### src/rtl/dmem_lsu.sv
// Load/store initiator for a word-wide dmem: sub-word loads are extracted and extended, and sub-word stores become read-modify-write.
// Latency from accept to response: load and SW 2 cycles, SB and SH 3 cycles, errors 1 cycle. One request in flight; req_ready is high only in IDLE.
module dmem_lsu #(
    parameter int ADDR_WIDTH = 32
) (
    input  logic                  clk,
    input  logic                  rst_n,
    input  logic                  req_valid,
    output logic                  req_ready,
    input  logic                  req_we,
    input  logic [2:0]            req_funct3,
    input  logic [ADDR_WIDTH-1:0] req_addr,
    input  logic [31:0]           req_wdata,
    output logic                  resp_valid,
    output logic [31:0]           resp_rdata,
    output logic                  resp_err,
    output logic                  mem_we,
    output logic [ADDR_WIDTH-1:0] mem_a,
    output logic [31:0]           mem_wd,
    input  logic [31:0]           mem_rd
);

    typedef enum logic [1:0] {IDLE, ACCESS, MERGE_WR, RESP} state_t;

    state_t                state_q, state_d;
    logic                  we_q, we_d;
    logic [2:0]            funct3_q, funct3_d;
    logic [ADDR_WIDTH-1:0] addr_q, addr_d;
    logic [31:0]           wdata_q, wdata_d;
    logic [31:0]           data_q, data_d;
    logic                  err_q, err_d;

    logic                  req_bad, req_misal;
    logic [7:0]            rd_byte;
    logic [15:0]           rd_half;
    logic [31:0]           load_val, merge_val;
    logic                  is_sw;

    always_comb begin
        req_bad = 1'b0;
        case (req_funct3)
            3'b000, 3'b001, 3'b010: req_bad = 1'b0;
            3'b100, 3'b101:         req_bad = req_we;
            default:                req_bad = 1'b1;
        endcase
        req_misal = ((req_funct3[1:0] == 2'b01) && req_addr[0])
                 || ((req_funct3 == 3'b010) && (req_addr[1:0] != 2'b00));
    end

    // Lane extraction and merge both work off the registered address.
    always_comb begin
        rd_byte = mem_rd[7:0];
        case (addr_q[1:0])
            2'd0: rd_byte = mem_rd[7:0];
            2'd1: rd_byte = mem_rd[15:8];
            2'd2: rd_byte = mem_rd[23:16];
            2'd3: rd_byte = mem_rd[31:24];
            default: rd_byte = mem_rd[7:0];
        endcase
        rd_half = addr_q[1] ? mem_rd[31:16] : mem_rd[15:0];

        load_val = mem_rd;
        case (funct3_q)
            3'b000: load_val = {{24{rd_byte[7]}}, rd_byte};
            3'b001: load_val = {{16{rd_half[15]}}, rd_half};
            3'b100: load_val = {24'd0, rd_byte};
            3'b101: load_val = {16'd0, rd_half};
            default: load_val = mem_rd;
        endcase

        merge_val = mem_rd;
        if (funct3_q[1:0] == 2'b00) begin
            case (addr_q[1:0])
                2'd0: merge_val[7:0]   = wdata_q[7:0];
                2'd1: merge_val[15:8]  = wdata_q[7:0];
                2'd2: merge_val[23:16] = wdata_q[7:0];
                2'd3: merge_val[31:24] = wdata_q[7:0];
                default: merge_val = mem_rd;
            endcase
        end else if (addr_q[1]) begin
            merge_val[31:16] = wdata_q[15:0];
        end else begin
            merge_val[15:0] = wdata_q[15:0];
        end
    end

    assign is_sw = we_q && (funct3_q == 3'b010);

    always_comb begin
        state_d  = state_q;
        we_d     = we_q;
        funct3_d = funct3_q;
        addr_d   = addr_q;
        wdata_d  = wdata_q;
        data_d   = data_q;
        err_d    = err_q;
        case (state_q)
            IDLE: begin
                if (req_valid) begin
                    we_d     = req_we;
                    funct3_d = req_funct3;
                    addr_d   = req_addr;
                    wdata_d  = req_wdata;
                    data_d   = 32'd0;
                    err_d    = req_bad || req_misal;
                    state_d  = (req_bad || req_misal) ? RESP : ACCESS;
                end
            end
            ACCESS: begin
                if (!we_q) begin
                    data_d  = load_val;
                    state_d = RESP;
                end else if (is_sw) begin
                    state_d = RESP;
                end else begin
                    data_d  = merge_val;
                    state_d = MERGE_WR;
                end
            end
            MERGE_WR: state_d = RESP;
            RESP:     state_d = IDLE;
            default:  state_d = IDLE;
        endcase
    end

    always_ff @(posedge clk or negedge rst_n) begin
        if (!rst_n) begin
            state_q  <= IDLE;
            we_q     <= 1'b0;
            funct3_q <= 3'd0;
            addr_q   <= '0;
            wdata_q  <= 32'd0;
            data_q   <= 32'd0;
            err_q    <= 1'b0;
        end else begin
            state_q  <= state_d;
            we_q     <= we_d;
            funct3_q <= funct3_d;
            addr_q   <= addr_d;
            wdata_q  <= wdata_d;
            data_q   <= data_d;
            err_q    <= err_d;
        end
    end

    // Memory-side outputs decode only registered state, so reset drops mem_we at once.
    always_comb begin
        req_ready  = (state_q == IDLE);
        mem_a      = {addr_q[ADDR_WIDTH-1:2], 2'b00};
        mem_we     = 1'b0;
        mem_wd     = 32'd0;
        if (state_q == ACCESS && is_sw) begin
            mem_we = 1'b1;
            mem_wd = wdata_q;
        end else if (state_q == MERGE_WR) begin
            mem_we = 1'b1;
            mem_wd = data_q;
        end
        resp_valid = (state_q == RESP);
        resp_err   = (state_q == RESP) && err_q;
        resp_rdata = ((state_q == RESP) && !we_q && !err_q) ? data_q : 32'd0;
    end

endmodule

### config.mk
export PLATFORM = sky130hd
export DESIGN_NAME = dmem_lsu
export DESIGN_NICKNAME = d
export VERILOG_FILES = /design/src/rtl/dmem_lsu.sv
export SDC_FILE = /design/constraint.sdc
export NUM_CORES = 1
export LEC_CHECK = 0
export ABC_AREA = 1
export CORE_AREA = 10 10 134 136
export CTS_CLUSTER_SIZE = 8
export DETAILED_ROUTE_END_ITERATION = 10
export DIE_AREA = 0 0 144 146
export PLACE_DENSITY = 0.76
export SYNTH_ARGS = -nofsm -noshare
export SYNTH_HDL_FRONTEND = slang
export SYNTH_SLANG_ARGS = --single-unit
export TNS_END_PERCENT = 100
### constraint.sdc
create_clock -name clk -period 1.7 [get_ports clk]
set_input_delay 0.255 -clock clk [delete_from_list [all_inputs] [get_ports clk]]
set_output_delay 0.255 -clock clk [all_outputs]
set_load 0.1 [all_outputs]
After elaboration in Yosys (flattened, before gate mapping)
Index checks and enable logic that the tools add are counted.
{"block": "word_totals", "register_bits": 103, "elab_cells": 71, "inputBits": 103}
{"block": "op_classes", "eq_ne": 17, "n_reduce_logical": 22, "muxes": 25}
{"cell": "$mux W32", "count": 7}
{"cell": "$pmux W32 S4", "count": 1}
{"cell": "$pmux W32 S2", "count": 1}
{"cell": "$mux W16", "count": 3}
{"cell": "$mux W8", "count": 4}
{"cell": "$pmux W8 S4", "count": 1}
{"cell": "$eq A3 B3 Y1 const B", "count": 4}
{"cell": "$eq A2 B2 Y1 const B", "count": 4}
{"cell": "$pmux W2 S4", "count": 1}
{"cell": "$logic_and A1 B1 Y1", "count": 7}
{"cell": "$eq A2 B1 Y1 const B", "count": 3}
{"cell": "$eq A3 B1 Y1 const B", "count": 2}
{"cell": "$eq A3 B2 Y1 const B", "count": 2}
{"cell": "$logic_not A2 Y1", "count": 3}
{"cell": "$logic_not A3 Y1", "count": 2}
{"cell": "$mux W1", "count": 4}
{"cell": "$mux W2", "count": 2}
{"cell": "$reduce_bool A2 Y1", "count": 2}
{"cell": "$ne A3 B3 Y1 const B", "count": 1}
{"cell": "$reduce_and A3 Y1", "count": 1}
{"cell": "$reduce_or A3 Y1", "count": 1}
{"cell": "$logic_not A1 Y1", "count": 2}
{"cell": "$logic_or A1 B1 Y1", "count": 2}
{"cell": "$ne A2 B2 Y1 const B", "count": 1}
{"cell": "other kinds (3)", "count": 3}

Depth between registers and ports, before layout
{"block": "depth", "depth_word": 7, "depth_mapped": 11, "mapped_depth_nobuf": 10}

Worst setup path after synthesis
Ideal clock, no wire load.
{"block": "synth_path", "path_kind": "flip-flop to output port", "startpoint": "register state_q[0]", "endpoint": "output mem_wd[22]", "path_slack_ns": -2.154, "arrival_time_ns": 3.599, "required_ns": 1.445, "path_buffers": 2, "path_stages_with_launch": 7, "path_cell_list": "dfrtp_1 -> inv_1 -> ha_1 -> clkbuf_1 -> clkinv_1 -> clkbuf_1 -> o31ai_1"}
{"block": "synth_via", "elab_chain_cells": 3, "word_cells_on_any_way": 5, "cone_classes": "eq/ne: 2; mux: 2; reduce/logical: 1"}
{"element": "from (decl)", "line_no": "25", "rtl": "state_t state_q, state_d;"}
{"element": "from (signal assigned)", "line_no": "136", "rtl": "state_q <= state_d;"}
{"element": "$eq A2 B2 Y1 or $eq A2 B1 Y1 (tied branches)", "line_no": "155, 152"}
{"element": "$mux W32 or $logic_and A1 B1 Y1 (tied branches)", "line_no": "155, 152"}
{"element": "$mux W32 (*)", "line_no": "152", "rtl": "if (state_q == ACCESS && is_sw) begin"}
{"element": "to (decl)", "line_no": "19", "rtl": "output logic [31:0] mem_wd,"}
Mark *: on every way between the ends. The rest lies on a longest branch, timed or not.

Worst setup path in the final report
{"block": "layout_path", "startpoint": "register state_q[0]", "endpoint": "output mem_wd[19]"}
The elaborated chain is that of the path after synthesis.

==> key figures <==
Outcome
  – Status: complete, but fails checks
  – Failing checks: negative hold slack, negative setup slack

Floorplan
  – Count of pins on the block boundary: 203
  – Core Footprint: 0.0155 mm2
  – Initial cell density of the core: 41.4%
  – Die height: 146 um
  – Row count: 46
  – Floorplan die area: 0.0210 mm2
  – Horizontal die dimension: approximately 140 um

Timing
  – Worst clock skew: around 0.011 ns
  – Final worst-path setup slack: -0.435 ns
  – Count of final max-slew check failures: 0
  – Final setup violation count: 100
  – Final period util: 126%
  – Max frequency: between 0.4 and 0.5 GHz
  – Hold violation count in the final report: 43
  – Final hold slack: -0.0426 ns
  – Time the final worst path needs with I/O delays and setup: 2.13 ns
  – Max transition margin: roughly 60%
  – Setup repair after global routing missed its margin: yes
  – Pin slew with the least headroom to its limit: 0.599 ns

Clock network
  – Number of H-tree branching levels: 3
  – CTS root buffer: sky130_fd_sc_hd__clkbuf_16
  – Number of buffers added by the clock tree synthesis step: 9
  – Bufs on Longest Clock Path: 2
  – TritonCTS clock tree: yes
  – Worst-path clk slew: about 0.07 ns
  – Clock latency of the later-clocked register in the worst-skew pair: 0.36 ns
  – Number of sinks handled by clock tree synthesis: 103

GRT
  – Vias in the first global route: 7439
  – Busiest metal layer after global routing: met2
  – Initial antenna violation count: 1
  – Met1 Resource Use GR: 28.9%
  – Total gr overflow: 0
  – First-pass GRT wire length: a little over 40000 um
  – Met2 demand-to-capacity share in global routing: about two fifths
  – Fraction of met3 tracks used by global routing: between 5 and 6%
  – Largest net degree at the start of global routing: 104
  – All-layer global routing usage: between 20 and 25%

Logic synthesis
  – Yosys warning count: 0
  – Synth top area share: 40.3%
  – Netlist Area Pre-Place: around 0.0064 mm2
  – Number of distinct library cells after synthesis: 27
  – Register bit total from synthesis: 103
  – Avg Inst Size Synth: about 6.7 um2
  – Gate Count Post-Synth: 961
  – Largest area contributor in the synthesized netlist: sky130_fd_sc_hd__dfrtp_1
  – Synth area leaders: sky130_fd_sc_hd__dfrtp_1 40%, sky130_fd_sc_hd__nand2_1 23%, sky130_fd_sc_hd__o21ai_0 7.5%
  – Share of synthesized area occupied by flip-flops and latches: 40.3%

Finish
  – Finished Core Util: 75.9%
  – Layout cells sized above 1: between 30% and 40%
  – Commonest cells after routing, fill and taps aside: 363 x sky130_fd_sc_hd__nand2_1, 116 x sky130_fd_sc_hd__buf_12, 103 x sky130_fd_sc_hd__dfrtp_1
  – Final cell area excluding filler cells: 0.0118 mm2
  – Post-synthesis to final-layout area growth: 83.5%
  – Net count of the finished layout: 1286
  – Most common cell after layout, fill and taps aside: sky130_fd_sc_hd__nand2_1

Power
  – Largest vdd supply drop: about 1700 uV
  – Power Dens Cells: 1970 mW/mm2
  – Power after layout: 23.2 mW
  – P_leak: 5.26 nW

Critical path
  – Arrival time of the worst setup path: between 1.5 and 2 ns
  – Startpoint type of the worst setup path: register
  – Top fanout value on the critical path: 5
  – Endpoint required time on the critical path: 1.44 ns
  – First element of the critical path: state_q[0]
  – Setup CP Type: register to output pin
  – Element type at the critical path end: output pin
  – Source of the worst register-to-register timing path: state_q[0]

Route
  – WL final: 27000 um
  – Number of remaining DRC errors: 0
  – Detailed Route Iter0 Violations: 922
  – Routed WL per cell: just under 20 um
  – Via total after detailed routing: 7445
  – Drt first pass iters: 7
  – Number of nets with antenna violations after routing: 0
  – Via density per instance: between 5 and 6

Flow run
  – Number of max-capacitance violations reported: 0

Worst hold path
  – Hold/Removal Path Class: input port to asynchronous set/reset pin

Place
  – Global placer's final weighted congestion: 0.967
  – Detailed-placement wirelength estimate: 18400 um
  – Port Buffer Count: 200
  – Setup slack after placement: -0.158 ns
  – Instance area after placement: 0.0105 mm2
layout make-up:
type | count | area, um2
Multi-Input combinational cell | 696 | 4180
Clock inverter | 5 | 104
Antenna cell | 1 | 2.50
Tap cell | 192 | 240
Timing Repair Buffer | 290 | 4070
Sequential cell | 103 | 2580
Fill cell | 1004 | 3730
Inverter | 79 | 338
Clock buffer | 10 | 239
what timing repair did:
action / 4_1_cts / 5_1_grt
gates cloned: 6 / 3
gates resized for setup: 62 / 90
setup buffers: 11 / 2
hold buffers: 0 / 0
setup endpoints to repair: 98 / 161
pin swaps: 22 / 53
sequential cells by signal, indices dropped and copies added (netlist names):
register  count
addr_q       32
data_q       32
err_q         1
funct3_q      3
state_q       2
wdata_q      32
we_q          1
cell families (layout without fill, tap and decap cells):
family	Yosys count	in the layout	synth area share [%]
simple gates	508	508	31.5
compound gates	182	182	15.8
buf+inv	163	384	11.6
flops	103	103	40.3
fa+ha+maj	4	4	0.782
other cells	1	3	0.0586
cells in the mapped netlist:
| cell type | instances |
|---|---|
| sky130_fd_sc_hd__buf_1 | 2 |
| sky130_fd_sc_hd__or2_2 | 8 |
| sky130_fd_sc_hd__nand2_2 | 2 |
| sky130_fd_sc_hd__nor2_4 | 1 |
| sky130_fd_sc_hd__buf_2 | 8 |
| sky130_fd_sc_hd__o31ai_1 | 16 |
| sky130_fd_sc_hd__clkbuf_1 | 42 |
| sky130_fd_sc_hd__inv_1 | 76 |
| sky130_fd_sc_hd__o21ai_0 | 96 |
| sky130_fd_sc_hd__ha_1 | 4 |
| sky130_fd_sc_hd__nor3_4 | 1 |
| sky130_fd_sc_hd__o21ai_1 | 1 |
| sky130_fd_sc_hd__a211oi_1 | 2 |
| sky130_fd_sc_hd__nor2_1 | 64 |
| sky130_fd_sc_hd__o211ai_1 | 22 |
| sky130_fd_sc_hd__inv_2 | 2 |
| sky130_fd_sc_hd__clkinv_1 | 1 |
| sky130_fd_sc_hd__a32oi_1 | 1 |
| sky130_fd_sc_hd__nor2_2 | 1 |
| sky130_fd_sc_hd__and2_1 | 1 |
| sky130_fd_sc_hd__nand4_1 | 2 |
| sky130_fd_sc_hd__buf_4 | 32 |
| sky130_fd_sc_hd__conb_1 | 1 |
| sky130_fd_sc_hd__nand2_1 | 385 |
| sky130_fd_sc_hd__dfrtp_1 | 103 |
| sky130_fd_sc_hd__nand3_1 | 43 |
| sky130_fd_sc_hd__a21oi_1 | 44 |
critical path, stage by stage (launching register included):
cell and delay, ns:
sky130_fd_sc_hd__dfrtp_1 0.41, sky130_fd_sc_hd__ha_4 0.19, sky130_fd_sc_hd__nand2_4 0.06, sky130_fd_sc_hd__nor2_4 0.04, sky130_fd_sc_hd__buf_12 0.14, sky130_fd_sc_hd__clkbuf_16 0.16
sky130_fd_sc_hd__o31ai_4 0.29, sky130_fd_sc_hd__buf_12 0.21
worst paths after layout:
kind / slack (ns) / depth (start not counted) / to
min in group clk: 0.43 / 3 / wdata_q[19]
min reg2reg: 0.48 / 2 / data_q[22]
max in group asynchronous: 1.28 / 2 / wdata_q[16]
max: -0.43 / 7 / mem_wd[19]
max reg2reg: -0.37 / 12 / data_q[31]
min: -0.04 / 2 / wdata_q[11]
where the power goes:
group | leakage [nW] | switching, mW | internal, mW
clock | 0.169 | 0.944 | 1.48
sequential | 1.31 | 0.844 | 3.45
combinational | 3.77 | 10.7 | 5.79
layer usage:
metal | share of wire (%) | routed length [um]
met5 | 0 | 0
met3 | 8.8 | 2390
met1 | 38 | 10200
met4 | 4.0 | 1080
met2 | 49 | 13400
through the flow:
stage                     TNS (ns)  std cells
after floorplan             -67.39        962
after global placement       -4.88       1338
after detailed placement     -7.37       1338
after CTS                   -31.75       1370
after global routing        -39.19       1376
final                       -34.15       1376
Note: power is estimated with default switching activity, not from simulation.
==> patch 1 (same flow settings) <==
Re-encode `state_t` (4 states) as Gray code, 2 bits wide.
--- a/src/rtl/dmem_lsu.sv
+++ b/src/rtl/dmem_lsu.sv
@@ -20,7 +20,7 @@
     input  logic [31:0]           mem_rd
 );
 
-    typedef enum logic [1:0] {IDLE, ACCESS, MERGE_WR, RESP} state_t;
+    typedef enum logic [1:0] {IDLE = 2'b00, ACCESS = 2'b01, MERGE_WR = 2'b11, RESP = 2'b10} state_t;
 
     state_t                state_q, state_d;
     logic                  we_q, we_d;
Check against the original RTL: same outputs for any inputs over 10 cycles, from zero or initial values and one cycle with rst_n low; not proved beyond that.
==> patch 1 against the original RTL <==
The flow finishes with violations (setup timing); power shrank 18%; sequential cell count is the same; global-route usage shrank 0.39 points; worst setup slack gained 100 ps; core utilization shrank 2.4 points; wire length shrank 2.7%; die area is the same; maximum frequency grew 5.1%; register-to-register slack gained 340 ps; sequential power grew 1%; critical path depth grew 1; synthesized area shrank 1.4%; cell area shrank 3.2%.
==> patch 1: results (changes against the original RTL) <==
=================================================================================================
First DRT Iteration DRCs                                                                      704   was 922
Maximum ir drop on the vdd rail                                                           1100 µV   was 1670 µV
Worst-path fanout max                                                                           8   was 5
RePlAce Congestion                                                                          0.995   was 0.967
Sequential-to-total area share from yosys stat                                              40.8%   was 40.3%
Count of final setup violators                                                                 74   was 100
Via count of the first global-routing pass                                                   7050   was 7439
Global routing met2 resource utilization                                                    39.4%   was 40.4%
Total routing resource utilization after global routing                                     23.7%   was 24.1%
Final layout net count                                                                       1261   was 1286
Global-route wire length before repair                                                   39800 µm   was 40300 µm
Met1 routed wirelength after detailed routing                                            10200 µm   about the same
WL met2                                                                                  12800 µm   was 13400 µm
Proportion of total power due to net switching                                              52.4%   was 53.7%
Leading post-synthesis cells by instance count                                       379 x sky130_fd_sc_hd__nand2_1, 103 x sky130_fd_sc_hd__dfrtp_1, 103 x sky130_fd_sc_hd__o21ai_0   was 385 x sky130_fd_sc_hd__nand2_1, 103 x sky130_fd_sc_hd__dfrtp_1, 96 x sky130_fd_sc_hd__o21ai_0
Final HPWL from detailed placement                                                       18900 µm   was 18400 µm
Area fraction in compound gates after synthesis                                             16.9%   was 15.8%
Arrival time worst endpoint                                                               1780 ps   was 1880 ps
P_seq                                                                                     4.35 mW   was 4.29 mW
Vias                                                                                         7329   was 7445
Met3 WL                                                                                   2640 µm   was 2390 µm
Leading cell types by total area after synthesis                                     sky130_fd_sc_hd__dfrtp_1 41%, sky130_fd_sc_hd__nand2_1 23%, sky130_fd_sc_hd__o21ai_0 8.2%, sky130_fd_sc_hd__buf_4 4.3%, sky130_fd_sc_hd__inv_1 3.9%   was sky130_fd_sc_hd__dfrtp_1 40%, sky130_fd_sc_hd__nand2_1 23%, sky130_fd_sc_hd__o21ai_0 7.5%, sky130_fd_sc_hd__inv_1 4.5%, sky130_fd_sc_hd__buf_4 3.8%
Fraction of final layout cells sized beyond drive strength 1                                28.7%   was 31.1%
Number of distinct library cell variants in the gate-level netlist after synthesis             26   was 27
Antenna violations before repair                                                                0   was 1
Skew final                                                                                8.73 ps   was 11.1 ps
Largest net degree at the start of global routing                                              47   was 104
Share of total power in combinational logic                                                 66.2%   was 71.0%
Met1 usage                                                                                  29.1%   was 28.9%
Number of diodes                                                                                0   was 1
Worst setup slack before clock tree synthesis                                            -58.1 ps   was -158 ps
Startpoint of the worst setup timing path                                            funct3_q[0]$_DFFE_PN0P_   was state_q[0]$_DFFE_PN0P_
Failing checks                                                                       setup timing   was hold timing, setup timing
Lkg Pwr                                                                                   5.04 nW   was 5.26 nW
Final critical-path setup slack                                                           -332 ps   was -435 ps
Placed cell area                                                                        10400 µm²   was 10500 µm²
Met3 Track Usage GR                                                                         6.33%   was 5.97%
Status                                                                               finished with violations   unchanged
=================================================================================================
[patch 1: layout make-up]
type / count / area, µm²
fillers: 1086 / 4100
clock inverters: 4 / 48.8
clock buffers: 11 / 233
flip-flops and latches: 103 / 2580
multi-input cells: 682 / 3910
repair buffers: 291 / 4080
well taps: 192 / 240
inverters: 71 / 284
[patch 1: per-stage QoR]
stage               total power [mW]  setup TNS (ps)  util [%]  std cells
detailed placement              15.9           -1850      67.2       1312
global placement                15.7            -511      67.2       1312
finish                          19.0          -19150      73.5       1354
floorplan                       12.2          -38690         -        939
CTS                             18.4          -18090      71.2       1344
global route                    20.0          -25010      73.5       1354
[patch 1: final timing paths]
kind,end,slack (ps),cells past startpoint
setup / recovery,mem_wd[30],-330,8
hold / removal,wdata_q[23]$_DFFE_PN0P_,320,2
setup reg to reg,data_q[2]$_DFFE_PN0P_,-30,10
hold reg to reg,data_q[17]$_DFFE_PN0P_,470,2
max in group asynchronous,wdata_q[2]$_DFFE_PN0P_,800,3
min in group clk,addr_q[14]$_DFFE_PN0P_,430,3
[patch 1: critical path, stage by stage (launching register included)]
cell and delay, ps:
sky130_fd_sc_hd__dfrtp_1 410, sky130_fd_sc_hd__inv_2 100, sky130_fd_sc_hd__nand3_4 90, sky130_fd_sc_hd__nor2_4 150, sky130_fd_sc_hd__buf_6 160, sky130_fd_sc_hd__buf_12 140, sky130_fd_sc_hd__nand3_2 100, sky130_fd_sc_hd__o21ai_4 90
sky130_fd_sc_hd__buf_12 190
[patch 1: what timing repair did]
action                                  in CTS  in global routing
pin swaps                                    8                  7
endpoints found under the setup margin      86                167
endpoints found under the hold margin       15                  0
cloned                                       5                  6
hold buffers                                 1                  0
resized for setup                           32                 59
setup buffers                               11                  5
==> patch 2 (config.mk and constraints unchanged) <==
Without the edit above. The parameter `ADDR_WIDTH` goes from 32 to 28.
--- a/src/rtl/dmem_lsu.sv
+++ b/src/rtl/dmem_lsu.sv
@@ -1,7 +1,7 @@
 // Load/store initiator for a word-wide dmem: sub-word loads are extracted and extended, and sub-word stores become read-modify-write.
 // Latency from accept to response: load and SW 2 cycles, SB and SH 3 cycles, errors 1 cycle. One request in flight; req_ready is high only in IDLE.
 module dmem_lsu #(
-    parameter int ADDR_WIDTH = 32
+    parameter int ADDR_WIDTH = 28
 ) (
     input  logic                  clk,
     input  logic                  rst_n,
Ports: changed (resized mem_a and req_addr); port bits go from 203 to 195. No check against the original RTL was run, so the function may have changed too.
==> patch 2 against the original RTL <==
The run ends with setup timing left; register-to-register slack improved by 80 ps; clock power fell by 18%; sequential cell count decreased by 4; synthesized area decreased by 0.55%; largest cell class unchanged; power fell by 3.0%; wire length shrank 1.6%; worst setup slack worse by 35 ps; cell area shrank 2.1%; critical endpoint is now resp_rdata[15].
==> patch 2: results (changes against the original RTL) <==
=================================================================================================
Skew final                                                                                4.74 ps   was 11.1 ps
Final HPWL from detailed placement                                                       20100 µm   was 18400 µm
Number of buffers inserted for hold repair after clock tree synthesis                           1   was 0
Power density over cell area                                                          1950 nW/µm²   was 1970 nW/µm²
Antenna violations before repair                                                                0   was 1
Placed cell area                                                                        10500 µm²   about the same
Met1 routed wirelength after detailed routing                                            10700 µm   was 10200 µm
# resized after CTS                                                                            44   was 62
Capture instance of the worst register-to-register path                              data_q[21]$_DFFE_PN0P_   was data_q[31]$_DFFE_PN0P_
Number of buffers inserted by post-CTS setup repair                                            10   was 11
Number of input and output port buffers inserted                                              192   was 200
Fraction of final layout cells sized beyond drive strength 1                                32.3%   was 31.1%
WL met2                                                                                  13300 µm   was 13400 µm
Final layout net count                                                                       1294   was 1286
Failing checks                                                                       setup timing   was hold timing, setup timing
Lkg Pwr                                                                                   5.21 nW   was 5.26 nW
Global-route wire length before repair                                                   40400 µm   was 40300 µm
Leading post-synthesis cells by instance count                                       408 x sky130_fd_sc_hd__nand2_1, 99 x sky130_fd_sc_hd__dfrtp_1, 76 x sky130_fd_sc_hd__o21ai_0   was 385 x sky130_fd_sc_hd__nand2_1, 103 x sky130_fd_sc_hd__dfrtp_1, 96 x sky130_fd_sc_hd__o21ai_0
Aggregate routed wire length                                                             26600 µm   was 27000 µm
Number of distinct library cell variants in the gate-level netlist after synthesis             31   was 27
CP max-delay cell                                                                    sky130_fd_sc_hd__dfrtp_2   was sky130_fd_sc_hd__dfrtp_1
Maximum ir drop on the vdd rail                                                           1530 µV   was 1670 µV
R2R Setup Slk                                                                             -290 ps   was -370 ps
Final critical-path setup slack                                                           -469 ps   was -435 ps
Number of diodes                                                                                0   was 1
Worst-path fanout max                                                                           6   was 5
Worst hold slack after final layout                                                        319 ps   was -42.6 ps
Largest registers                                                                    data_q x32, wdata_q x32, addr_q x28   was addr_q x32, data_q x32, wdata_q x32
Top-area cell type share of the netlist area                                                38.9%   was 40.3%
RePlAce Congestion                                                                          0.986   was 0.967
Met3 WL                                                                                   1980 µm   was 2390 µm
Via count of the first global-routing pass                                                   7342   was 7439
Status                                                                               finished with violations   unchanged
Count of final setup violators                                                                100   unchanged
Leading cell types by total area after synthesis                                     sky130_fd_sc_hd__dfrtp_1 39%, sky130_fd_sc_hd__nand2_1 24%, sky130_fd_sc_hd__o21ai_0 6.0%, sky130_fd_sc_hd__inv_1 4.2%, sky130_fd_sc_hd__buf_4 3.8%   was sky130_fd_sc_hd__dfrtp_1 40%, sky130_fd_sc_hd__nand2_1 23%, sky130_fd_sc_hd__o21ai_0 7.5%, sky130_fd_sc_hd__inv_1 4.5%, sky130_fd_sc_hd__buf_4 3.8%
Fillcell total                                                                               1058   was 1004
First DRT Iteration DRCs                                                                      657   was 922
Dominant synthesized flop cell                                                       sky130_fd_sc_hd__dfrtp_1   unchanged
=================================================================================================
patch 2: worst max-delay path by stage:
stage / from / to / slack, ps
after floorplan: state_q[1]$_DFFE_PN0P_ / mem_wd[13] / -440
after global placement: state_q[1]$_DFFE_PN0P_ / mem_wd[26] / -100
after detailed placement: req_valid / data_q[29]$_DFFE_PN0P_ / -160
after CTS: state_q[1]$_DFFE_PN0P_ / mem_wd[26] / -480
after global routing: state_q[1]$_DFFE_PN0P_ / mem_wd[13] / -540
final: state_q[0]$_DFFE_PN0P_ / resp_rdata[15] / -470
patch 2: where the power goes:
part	internal, mW	total [mW]	switching (mW)
Sequential	3.31	4.28	0.974
Combinational	6.00	16.2	10.2
Clock	1.01	1.99	0.979
patch 2: kinds of logic (layout without fill, tap and decap cells):
group	count (synthesis)	after routing	synth area share [%]
compound gates	175	175	15.3
other cells	1	2	0.0589
buf+inv	158	391	11.7
flops	99	99	38.9
fa+ha+maj	4	4	0.786
simple gates	525	525	33.2
patch 2: layout make-up:
cell class                 count  share of cell area [%]
clock inverter                 6                   0.446
tap                          192                    2.09
sequential                    99                    21.6
inverter                      77                    2.64
clock buffer                  10                    1.99
timing repair buffer         298                    35.2
multi-input combinational    706                    36.1
patch 2: per-layer routing:
| layer | GRT usage [%] | vias up |
|---|---|---|
| li1 | - | 3498 |
| met1 | 30.8 | 3469 |
| met2 | 41.1 | 327 |
| met3 | 3.85 | 48 |
| met4 | 7.71 | 0 |
| met5 | 0 | - |
patch 2: through the flow:
step | power, mW | worst slack (ps) | std cells | setup TNS, ps
floorplan | 13.7 | -438 | 963 | -50220
global placement | 18.6 | -98.5 | 1349 | -2930
detailed placement | 18.8 | -161 | 1349 | -5090
CTS | 21.2 | -478 | 1379 | -30660
global route | 23.6 | -540 | 1388 | -42580
finish | 22.5 | -469 | 1388 | -35910
